==> src/rtl/autoscale_frame_ctrl_if.sv <==
// Sample stream into and scaled stream out of the autoscale frame controller.
// The DUT takes the slave view; a producer/consumer takes the master view.
interface autoscale_frame_ctrl_if #(
  parameter int DIN_WIDTH = 32,
  parameter int SW        = $clog2(DIN_WIDTH)
);
  logic [DIN_WIDTH-1:0] din1;
  logic [DIN_WIDTH-1:0] din2;
  logic                 din_valid;
  logic                 sync;
  logic [DIN_WIDTH-1:0] dout1;
  logic [DIN_WIDTH-1:0] dout2;
  logic                 dout_valid;
  logic                 dout_sof;
  logic [SW-1:0]        frame_shift;
  logic [15:0]          ovf_count;

  modport slave (
    input  din1, din2, din_valid, sync,
    output dout1, dout2, dout_valid, dout_sof, frame_shift, ovf_count
  );

  modport master (
    output din1, din2, din_valid, sync,
    input  dout1, dout2, dout_valid, dout_sof, frame_shift, ovf_count
  );
endinterface

==> src/rtl/autoscale_frame_ctrl.sv <==
// Frame-level autoscale: measures each frame's peak and applies one common,
// hysteresis-filtered, saturating left shift to every sample of the next frame.
module autoscale_frame_ctrl #(
  parameter int DIN_WIDTH   = 32,
  parameter int FRAME_LEN   = 1024,
  parameter int MAX_SHIFT   = 10,
  parameter int MIN_SHIFT   = 3,
  parameter int HEADROOM    = 2,
  parameter int HOLD_FRAMES = 4
) (
  input  logic                  clk,
  input  logic                  rst,
  input  logic                  ce,
  autoscale_frame_ctrl_if.slave bus
);

  localparam int SW = $clog2(DIN_WIDTH);
  localparam int CW = $clog2(FRAME_LEN);
  localparam int HW = $clog2(HOLD_FRAMES + 1);

  typedef enum logic {S_IDLE, S_RUN} state_e;

  function automatic logic [SW-1:0] lead_one(input logic [DIN_WIDTH-1:0] p);
    lead_one = '0;
    for (int i = 0; i < DIN_WIDTH; i++) begin
      if (p[i]) lead_one = SW'(i);
    end
  endfunction

  // Frame tracking state
  state_e               state_q, state_d;
  logic [CW-1:0]        cnt_q, cnt_d;
  logic [DIN_WIDTH-1:0] peak_q, peak_d;
  logic [DIN_WIDTH-1:0] peak_lat_q, peak_lat_d;
  logic                 close_d, accept_d, sof_d;
  logic [DIN_WIDTH-1:0] sample_or;

  // Control pipeline
  logic                 close1_q, close2_q;
  logic [SW-1:0]        lead_q;
  logic                 pzero_q;
  int                   raw_shift;
  logic [SW-1:0]        cand;
  logic [SW-1:0]        applied_q, applied_d;
  logic [HW-1:0]        hold_q, hold_d;

  // Data pipeline
  logic                 v1_q, v2_q, v3_q, sof1_q, sof2_q, sof3_q;
  logic [DIN_WIDTH-1:0] a1_q, b1_q, a2_q, b2_q, a3_q, b3_q;
  logic [SW-1:0]        fs_lat_q, s3_q, s_cur;
  logic                 ovf3_q;
  logic [DIN_WIDTH-1:0] sh_a, sh_b, out_a, out_b;
  logic                 sat_a, sat_b;
  logic [DIN_WIDTH-1:0] dout1_q, dout2_q;
  logic                 dout_valid_q, dout_sof_q;
  logic [SW-1:0]        frame_shift_q;
  logic [15:0]          ovf_q;

  assign sample_or = bus.din1 | bus.din2;

  // NOTE: every signal written here gets a default first, so no path leaves
  // one unassigned and no latch is inferred.
  always_comb begin
    state_d    = state_q;
    cnt_d      = cnt_q;
    peak_d     = peak_q;
    peak_lat_d = peak_lat_q;
    close_d    = 1'b0;
    accept_d   = 1'b0;
    sof_d      = 1'b0;
    unique case (state_q)
      S_IDLE: begin
        if (bus.din_valid && bus.sync) begin
          state_d  = S_RUN;
          accept_d = 1'b1;
          sof_d    = 1'b1;
          peak_d   = sample_or;
          cnt_d    = CW'(1);
        end
      end
      S_RUN: begin
        if (bus.din_valid) begin
          accept_d = 1'b1;
          if (bus.sync && cnt_q != '0) begin
            // Resync: drop the partial frame, this sample opens a new one
            sof_d  = 1'b1;
            peak_d = sample_or;
            cnt_d  = CW'(1);
          end else if (cnt_q == CW'(FRAME_LEN - 1)) begin
            close_d    = 1'b1;
            peak_lat_d = peak_q | sample_or;
            peak_d     = '0;
            cnt_d      = '0;
          end else begin
            sof_d  = (cnt_q == '0);
            peak_d = peak_q | sample_or;
            cnt_d  = cnt_q + CW'(1);
          end
        end
      end
      default: state_d = S_IDLE;
    endcase
  end

  always_comb begin
    raw_shift = DIN_WIDTH - 1 - HEADROOM - int'(lead_q);
    if (pzero_q)                   cand = SW'(MAX_SHIFT);
    else if (raw_shift < MIN_SHIFT) cand = '0;
    else if (raw_shift > MAX_SHIFT) cand = SW'(MAX_SHIFT);
    else                           cand = SW'(raw_shift);

    applied_d = applied_q;
    hold_d    = hold_q;
    if (close2_q) begin
      if (cand < applied_q) begin
        applied_d = cand;
        hold_d    = '0;
      end else if (cand == applied_q) begin
        hold_d = '0;
      end else if (int'(hold_q) + 1 >= HOLD_FRAMES) begin
        applied_d = cand;
        hold_d    = '0;
      end else begin
        hold_d = hold_q + HW'(1);
      end
    end
  end

  // Shift is latched on sample 0 so the whole output frame shares one scale
  always_comb begin
    s_cur = sof2_q ? applied_q : fs_lat_q;
    sh_a  = a2_q << s_cur;
    sh_b  = b2_q << s_cur;
    sat_a = (sh_a >> s_cur) != a2_q;
    sat_b = (sh_b >> s_cur) != b2_q;
    out_a = sat_a ? '1 : sh_a;
    out_b = sat_b ? '1 : sh_b;
  end

  // NOTE: sequential state uses non-blocking assignments so every register
  // samples the pre-edge values regardless of statement order.
  always_ff @(posedge clk) begin
    if (rst) begin
      state_q       <= S_IDLE;
      cnt_q         <= '0;
      peak_q        <= '0;
      peak_lat_q    <= '0;
      close1_q      <= 1'b0;
      close2_q      <= 1'b0;
      lead_q        <= '0;
      pzero_q       <= 1'b0;
      applied_q     <= '0;
      hold_q        <= '0;
      v1_q          <= 1'b0;
      v2_q          <= 1'b0;
      v3_q          <= 1'b0;
      sof1_q        <= 1'b0;
      sof2_q        <= 1'b0;
      sof3_q        <= 1'b0;
      a1_q          <= '0;
      b1_q          <= '0;
      a2_q          <= '0;
      b2_q          <= '0;
      a3_q          <= '0;
      b3_q          <= '0;
      fs_lat_q      <= '0;
      s3_q          <= '0;
      ovf3_q        <= 1'b0;
      dout1_q       <= '0;
      dout2_q       <= '0;
      dout_valid_q  <= 1'b0;
      dout_sof_q    <= 1'b0;
      frame_shift_q <= '0;
      ovf_q         <= '0;
    end else if (ce) begin
      state_q    <= state_d;
      cnt_q      <= cnt_d;
      peak_q     <= peak_d;
      peak_lat_q <= peak_lat_d;
      close1_q   <= close_d;
      close2_q   <= close1_q;
      if (close1_q) begin
        lead_q  <= lead_one(peak_lat_q);
        pzero_q <= (peak_lat_q == '0);
      end
      applied_q <= applied_d;
      hold_q    <= hold_d;

      v1_q   <= accept_d;
      sof1_q <= sof_d;
      if (accept_d) begin
        a1_q <= bus.din1;
        b1_q <= bus.din2;
      end
      v2_q   <= v1_q;
      sof2_q <= v1_q & sof1_q;
      if (v1_q) begin
        a2_q <= a1_q;
        b2_q <= b1_q;
      end
      v3_q   <= v2_q;
      sof3_q <= v2_q & sof2_q;
      if (v2_q) begin
        fs_lat_q <= s_cur;
        a3_q     <= out_a;
        b3_q     <= out_b;
        s3_q     <= s_cur;
        ovf3_q   <= sat_a | sat_b;
      end
      dout_valid_q <= v3_q;
      dout_sof_q   <= v3_q & sof3_q;
      if (v3_q) begin
        dout1_q       <= a3_q;
        dout2_q       <= b3_q;
        frame_shift_q <= s3_q;
        if (ovf3_q && ovf_q != 16'hFFFF) ovf_q <= ovf_q + 16'd1;
      end
    end
  end

  assign bus.dout1       = dout1_q;
  assign bus.dout2       = dout2_q;
  assign bus.dout_valid  = dout_valid_q;
  assign bus.dout_sof    = dout_sof_q;
  assign bus.frame_shift = frame_shift_q;
  assign bus.ovf_count   = ovf_q;

endmodule
==> src/flat_wrapper.sv <==
// flat-port wrapper written by rule: the top's interface ports become plain ports
module autoscale_frame_ctrl_flat 
#(
  parameter int DIN_WIDTH   = 32,
  parameter int FRAME_LEN   = 1024,
  parameter int MAX_SHIFT   = 10,
  parameter int MIN_SHIFT   = 3,
  parameter int HEADROOM    = 2,
  parameter int HOLD_FRAMES = 4
)
  (clk, rst, ce, bus_din1, bus_din2, bus_din_valid, bus_sync, bus_dout1, bus_dout2, bus_dout_valid, bus_dout_sof, bus_frame_shift, bus_ovf_count);
  autoscale_frame_ctrl_if #(.DIN_WIDTH(DIN_WIDTH)) bus_i ();
  input  logic clk;
  input  logic rst;
  input  logic ce;
  input wire logic [$bits(bus_i.din1)-1:0] bus_din1;
  input wire logic [$bits(bus_i.din2)-1:0] bus_din2;
  input wire logic [$bits(bus_i.din_valid)-1:0] bus_din_valid;
  input wire logic [$bits(bus_i.sync)-1:0] bus_sync;
  output wire logic [$bits(bus_i.dout1)-1:0] bus_dout1;
  output wire logic [$bits(bus_i.dout2)-1:0] bus_dout2;
  output wire logic [$bits(bus_i.dout_valid)-1:0] bus_dout_valid;
  output wire logic [$bits(bus_i.dout_sof)-1:0] bus_dout_sof;
  output wire logic [$bits(bus_i.frame_shift)-1:0] bus_frame_shift;
  output wire logic [$bits(bus_i.ovf_count)-1:0] bus_ovf_count;
  assign bus_i.din1 = bus_din1;
  assign bus_i.din2 = bus_din2;
  assign bus_i.din_valid = bus_din_valid;
  assign bus_i.sync = bus_sync;
  assign bus_dout1 = bus_i.dout1;
  assign bus_dout2 = bus_i.dout2;
  assign bus_dout_valid = bus_i.dout_valid;
  assign bus_dout_sof = bus_i.dout_sof;
  assign bus_frame_shift = bus_i.frame_shift;
  assign bus_ovf_count = bus_i.ovf_count;
  autoscale_frame_ctrl #(.DIN_WIDTH(DIN_WIDTH), .FRAME_LEN(FRAME_LEN), .MAX_SHIFT(MAX_SHIFT), .MIN_SHIFT(MIN_SHIFT), .HEADROOM(HEADROOM), .HOLD_FRAMES(HOLD_FRAMES)) u_core (.clk(clk), .rst(rst), .ce(ce), .bus(bus_i));
endmodule
==> config.mk <==
export PLATFORM = sky130hd
export DESIGN_NAME = autoscale_frame_ctrl_flat
export DESIGN_NICKNAME = d
export VERILOG_FILES = /design/src/rtl/autoscale_frame_ctrl_if.sv /design/src/rtl/autoscale_frame_ctrl.sv /design/src/flat_wrapper.sv
export SDC_FILE = /design/constraint.sdc
export NUM_CORES = 1
export LEC_CHECK = 0
export BUFFER_PORTS_ARGS = -buffer_cell sky130_fd_sc_hd__buf_2
export CAP_MARGIN = 30
export CORE_MARGIN = 10
export CORE_UTILIZATION = 41
export DETAILED_ROUTE_END_ITERATION = 16
export PLACE_DENSITY = 0.64
export SETUP_SLACK_MARGIN = 0.05
export SYNTH_ARGS = -nofsm -noshare
export SYNTH_HDL_FRONTEND = slang
export SYNTH_SLANG_ARGS = --single-unit
==> constraint.sdc <==
create_clock -name clk -period 7.6 [get_ports clk]
set_clock_uncertainty 0.15 [all_clocks]
set_input_delay 2.28 -clock clk [delete_from_list [all_inputs] [get_ports clk]]
set_output_delay 2.28 -clock clk [all_outputs]
set_load 0.02 [all_outputs]
---- Yosys cells after proc, flatten, opt, wreduce, memory -nomap -nowiden ----
Cells that the tools add are included.
operators by class
  add/sub/neg operators ................... 5
  magnitude comparators ................... 4
  multiplexer cells ....................... 65
  reductions and logical operators ........ 17
  shift operators ......................... 4
  eq/ne operators ......................... 8
  bitwise operators ....................... 8
operator list
  operator                                                             count
  two-way mux 32 bit                                                   6
  two-way mux 5 bit                                                    23
  inequality test 32 bit                                               2
  bitwise OR 32 bit                                                    2
  one-hot mux 32 bit (2 select lines)                                  1
  << shifter 32 x 5 -> 32 bit                                          2
  right shift 32 x 5 -> 32 bit                                         2
  two-way mux 10 bit                                                   4
  greater-or-equal comparator 32 x 4 -> 1 bit (second input constant)  1
  > comparator 32 x 5 -> 1 bit (second input constant)                 1
  logical NOT 32 bit                                                   1
  < comparator 32 x 3 -> 1 bit (second input constant)                 1
  two-way mux 4 bit                                                    8
  two-way mux 3 bit                                                    7
  one-hot mux 10 bit (2 select lines)                                  1
  adder 16 x 1 -> 16 bit (second input constant)                       1
  inequality test 16 bit (second input constant)                       1
  AND reduction 2 bit                                                  6
  two-way mux 1 bit                                                    11
  adder 10 x 1 -> 10 bit (second input constant)                       1
  == test 10 bit (second input constant)                               1
  logical NOT 10 bit                                                   1
  nonzero test 10 bit                                                  1
  AND reduction 3 bit                                                  2
  other kinds (16)                                                     24
word-level totals
  register bits ........................... 382
  output and inout port bits .............. 87
  word-level logic and storage cells ...... 141

---- Depth between registers and ports, before layout ----
  depth in word-level cells ............... 31
  mapped depth ............................ 21

---- Worst setup path before layout ----
No wires, ideal clock.
  kind .................................... input to register
  start ................................... input port ce
  end ..................................... register u_core.b3_q[10]
  cell stages on the path ................. 9
  slack ................................... 3344 ps
  data arrival time ....................... 3988 ps
  path through ............................ nand2_1 -> a2111oi_0 -> o2111ai_1 -> a211oi_1 -> nand4_1 -> a2111oi_4 -> nand3_2 -> buf_6 -> o221a_1
between the ends
  cells in the longest elaborated chain, start to end .. 1
RTL lines
  element                               line                         RTL
  start: declaration                    flat_wrapper.sv:15           input logic ce;
  AND reduction 2 bit (no source line)  n/a
  end signal: assignment                autoscale_frame_ctrl.sv:206  b3_q <= out_b;
  end: declaration                      autoscale_frame_ctrl.sv:49   logic [DIN_WIDTH-1:0] a1_q, b1_q, a2_q, b2_q, a3_q, b3_q;
Every way passes these cells.
A chain may end at the register's enable or synchronous reset.

---- Worst setup path in the final report ----
  start ................................... register u_core.sof2_q
  end ..................................... register u_core.b3_q[11]
between the ends
  cells in the longest elaborated chain, start to end .. 5
RTL lines
  element                       line                         RTL
  start: declaration            autoscale_frame_ctrl.sv:48   logic v1_q, v2_q, v3_q, sof1_q, sof2_q, sof3_q;
  start signal: assignment      autoscale_frame_ctrl.sv:196  sof2_q <= v1_q & sof1_q;
  two-way mux 5 bit *           autoscale_frame_ctrl.sv:131  s_cur = sof2_q ? applied_q : fs_lat_q;
  << shifter 32 x 5 -> 32 bit   autoscale_frame_ctrl.sv:133  sh_b = b2_q << s_cur;
  right shift 32 x 5 -> 32 bit  autoscale_frame_ctrl.sv:135  sat_b = (sh_b >> s_cur) != b2_q;
  inequality test 32 bit        autoscale_frame_ctrl.sv:135
  two-way mux 32 bit *          autoscale_frame_ctrl.sv:137  out_b = sat_b ? '1 : sh_b;
Mark *: on every way between the ends. The rest lies on a longest branch, timed or not.

==> flow_metrics.py <==
metrics = {
    "power": {
        "p_total_mw": 4.284,
        "netSwitchingFraction": 0.2326,
        "p_int_mw": 3.287,
        "p_seq_frac": 0.479,
        "power_density_nw_per_um2": 174.3,
        "ir_worst_vdd_uv": 133.9,
        "power_switching_mw": 0.9966,
        "pwr-share-comb": 0.044,
        "clock_power_share": 0.477,
        "p_leak_nw": 8.919,
    },
    "min_path": {
        "min_delay_worst_endpoint": "u_core.bus.dout2[1]",
        "min-delay-start": "u_core.b3_q[1]",
        "hold_class": "flip-flop to flip-flop",
        "holdPathStages": 2,
    },
    "die": {
        "start_util": 0.4166,
        "rows": 83,
        "core_um2": 51610,
        "die_y_um": 249,
        "pin_count": 156,
        "die_w_um": 249,
        "die-area_um2": 62000,
    },
    "layout": {
        "nets": 3043,
        "syn_to_final_growth_pct": 14.34,
        "final-seq-area_um2": 7647,
        "final_core_util": 0.4763,
        "multi_input_area_um2": 12870,
        "fillerInstances": 5246,
        "layout-drive-gt1-share": 0.1467,
    },
    "clocking": {
        "holdBufCountCts": 0,
        "clockBufferDepth": 3,
        "clock-sinks": 382,
        "clk_pin_slew_ns": 0.07,
        "insertion_delay_ns": 0.59,
        "htreeDepth": 2,
        "cts_made_buffers": 41,
        "root_buffer": "clkbuf_16",
        "cts_tree": "yes",
        "ctsResizeCount": 0,
        "post_cts_buffers": 0,
    },
    "timing": {
        "hold_violations": 0,
        "tightest_slew_ns": 1.021,
        "max_slew_margin": 0.3132,
        "rsz0062_at_grt": "no",
        "min_period_over_period": 0.8026,
        "period_minus_slack_ns": 6.100,
        "setup_slack_ns": 1.500,
        "hold_slack_ns": 0.2954,
        "fmax_ghz": 0.1639,
        "setup_violations": 0,
        "maxSlewViolCount": 0,
        "finalSetupTns_ns": 0,
    },
    "setup_path": {
        "startpoint_type": "flip-flop",
        "cp.required_ns": 7.95,
        "max_stage_delay_ns": 0.80,
        "cp_top_family": "multiplexers",
        "critical_path.max_fanout": 33,
        "cp.arrival_ns": 6.45,
        "r2r-end": "u_core.b3_q[11]",
        "cp_num_buf_inv": 3,
        "worst_r2r_path_depth": 15,
        "critPathKind": "flip-flop to flip-flop",
        "reg2reg_from": "u_core.sof2_q",
        "rrSetupSlack_ns": 1.50,
        "worstPathCellList": "mux2i_4 > buf_12 > mux4_2 > mux2i_1 > o22ai_1 > buf_4 > o22ai_1 > a211oi_1 > a21boi_1 > o21ai_0 > o2111ai_1 > nor4_1 > and3_1 > buf_12 > a211oi_1",
        "crit_slowest_cell": "mux2i_4",
        "worst_setup_path_end_kind": "flip-flop",
    },
    "logic_synthesis": {
        "yosysSeqAreaShare": 0.3557,
        "synthesis.area_um2": 21500,
        "synth_nets": 2953,
        "avgSynthCellArea_um2": 7.484,
        "synth.distinct_cells": 87,
        "yosysWarnings": 0,
        "synthCells": 2873,
        "async_reset_ff_frac": 0,
        "ys_ff_latch": 382,
        "synth_ff_type": "dfxtp_1",
        "synth_edf_count": 0,
    },
    "detailed_routing": {
        "viasPerCell": 6.399,
        "firstDrtPassIters": 6,
        "wl_per_cell_um": 27.15,
        "vias": 23511,
        "drc": 0,
        "drt-total-wl_um": 99740,
        "ant_nets": 0,
        "drt_iter0_markers": 3019,
    },
    "placement": {
        "portBuffers": 155,
        "hpwlAfterDp_um": 73300,
        "gp_congestion": 1.081,
        "place_ws_ns": 1.743,
    },
    "global_route": {
        "grt_start_max_net_pins": 99,
        "grt_pass1_vias": 22442,
        "grtUsageTotal": 0.3050,
        "grt_pass1_wl_um": 147800,
        "overflow": 0,
        "antenna_found_initial": 2,
    },
    "run": {
        "maxCapViolations": 0,
    },
    "status": {
        "status": "completed",
    },
}
[synth_stat cells (all sizes together) (33+ instances only)]
library cell / count / area (um^2)
a211oi: 58 / 435.4
a21oi: 347 / 1740
a22oi: 54 / 415.4
buf: 59 / 360.4
clkbuf: 164 / 615.6
dfxtp: 382 / 7647
mux2i: 83 / 859.6
mux4: 37 / 840.8
nand2: 605 / 2271
nand3: 74 / 375.4
nor2: 325 / 1220
nor3: 80 / 405.4
nor4: 54 / 352.8
o21ai: 141 / 709.4
o221ai: 33 / 307.8
o22ai: 60 / 400.4
[sequential cells by signal, indices dropped and copies added (netlist names), 3 cells and up]
name	count
u_core.s3_q	5
u_core.a3_q	32
u_core.applied_q	5
u_core.bus.ovf_count	16
u_core.peak_lat_q	32
u_core.b2_q	32
u_core.b1_q	32
u_core.b3_q	32
u_core.cnt_q	10
u_core.a2_q	32
u_core.bus.dout1	32
u_core.lead_q	5
u_core.peak_q	32
u_core.bus.frame_shift	5
u_core.hold_q	3
u_core.a1_q	32
u_core.bus.dout2	32
[per-layer routing]
layer | track usage | part of all wire
met4 | 0.1487 | 0.054
met5 | 0 | 0.00025
met3 | 0.07388 | 0.097
met2 | 0.4597 | 0.43
met1 | 0.4015 | 0.42
[logic make-up (layout without fill, tap and decap cells)]
kind of cell	after synthesis	count (layout)	share of synthesized area
mux	131	131	0.08502
other cells	1	3	0.0001744
simple gates	1210	1210	0.2367
flops	382	382	0.3557
compound gates	873	873	0.2593
fa+ha+maj	11	11	0.006401
buf+inv	248	367	0.04976
xor+xnor	17	17	0.006925
[stage by stage]
step                area (um^2)  std cells
floorplan                 21500       2873
global placement          23150       3595
detailed placement        23220       3599
CTS                       24570       3671
global route              24580       3672
finish                    24580       3674
[worst reg2reg max path, stage by stage (launching register included)]
cell and delay (ns):
dfxtp_1 0.72, mux2i_4 0.81, buf_12 0.32, mux4_2 0.62
mux2i_1 0.76, o22ai_1 0.18, buf_4 0.21, o22ai_1 0.55
a211oi_1 0.18, a21boi_1 0.43, o21ai_0 0.20, o2111ai_1 0.16
nor4_1 0.11, and3_1 0.26, buf_12 0.17, a211oi_1 0.22
[power groups by stage]
stage	Clock (mW)	Combinational [mW]	Sequential (mW)
final	2.04	0.190	2.05
after global routing	2.16	0.207	2.05
after CTS	2.08	0.187	2.05
after detailed placement	0	0.186	2.09
after global placement	0	0.181	2.09
after floorplan	0	0.113	2.09
[area by class of cell]
class	count	share of cell area
repair buffers	270	0.07186
clock inverters	15	0.007940
clock buffers	57	0.04703
well taps	680	0.03461
multi-input cells	2243	0.5235
diodes	2	0.0002036
inverters	25	0.003817
flip-flops and latches	382	0.3111
[worst max path at each step]
stage | from | slack, ns | cells after the start | endpoint
floorplan | ce | 3.34 | 9 | u_core.b3_q[10]
global placement | u_core.sof2_q | 1.78 | 15 | u_core.b3_q[11]
detailed placement | u_core.sof2_q | 1.74 | 15 | u_core.b3_q[13]
CTS | u_core.sof2_q | 1.75 | 15 | u_core.b3_q[13]
global route | u_core.sof2_q | 1.35 | 15 | u_core.b3_q[13]
finish | u_core.sof2_q | 1.50 | 15 | u_core.b3_q[11]
[cell usage in the layout (no fill, tap or decap), types with 11 or more instances in the layout]
master     synthesis  final
nor3_1            79     78
o2111ai_1         11     11
mux2i_1           80     77
dfxtp_1          382    382
mux4_2            35     35
xor2_1            14     14
nor2_1           325    316
inv_1             24     23
nand3_1           73     73
buf_2             21    155
clkbuf_16          0     41
nor4_1            53     53
o221a_2           14     14
o22ai_1           56     56
buf_4              4    105
o31ai_1           13     13
a22oi_1           52     52
ha_1              11     11
o211ai_1          24     24
a21oi_1          346    346
a31oi_1           29     29
o21ai_0          132    131
nand4_1           25     25
o221ai_1          30     30
nand2_1          605    603
a211oi_1          58     58
Power figures use the tool's default switching activity.
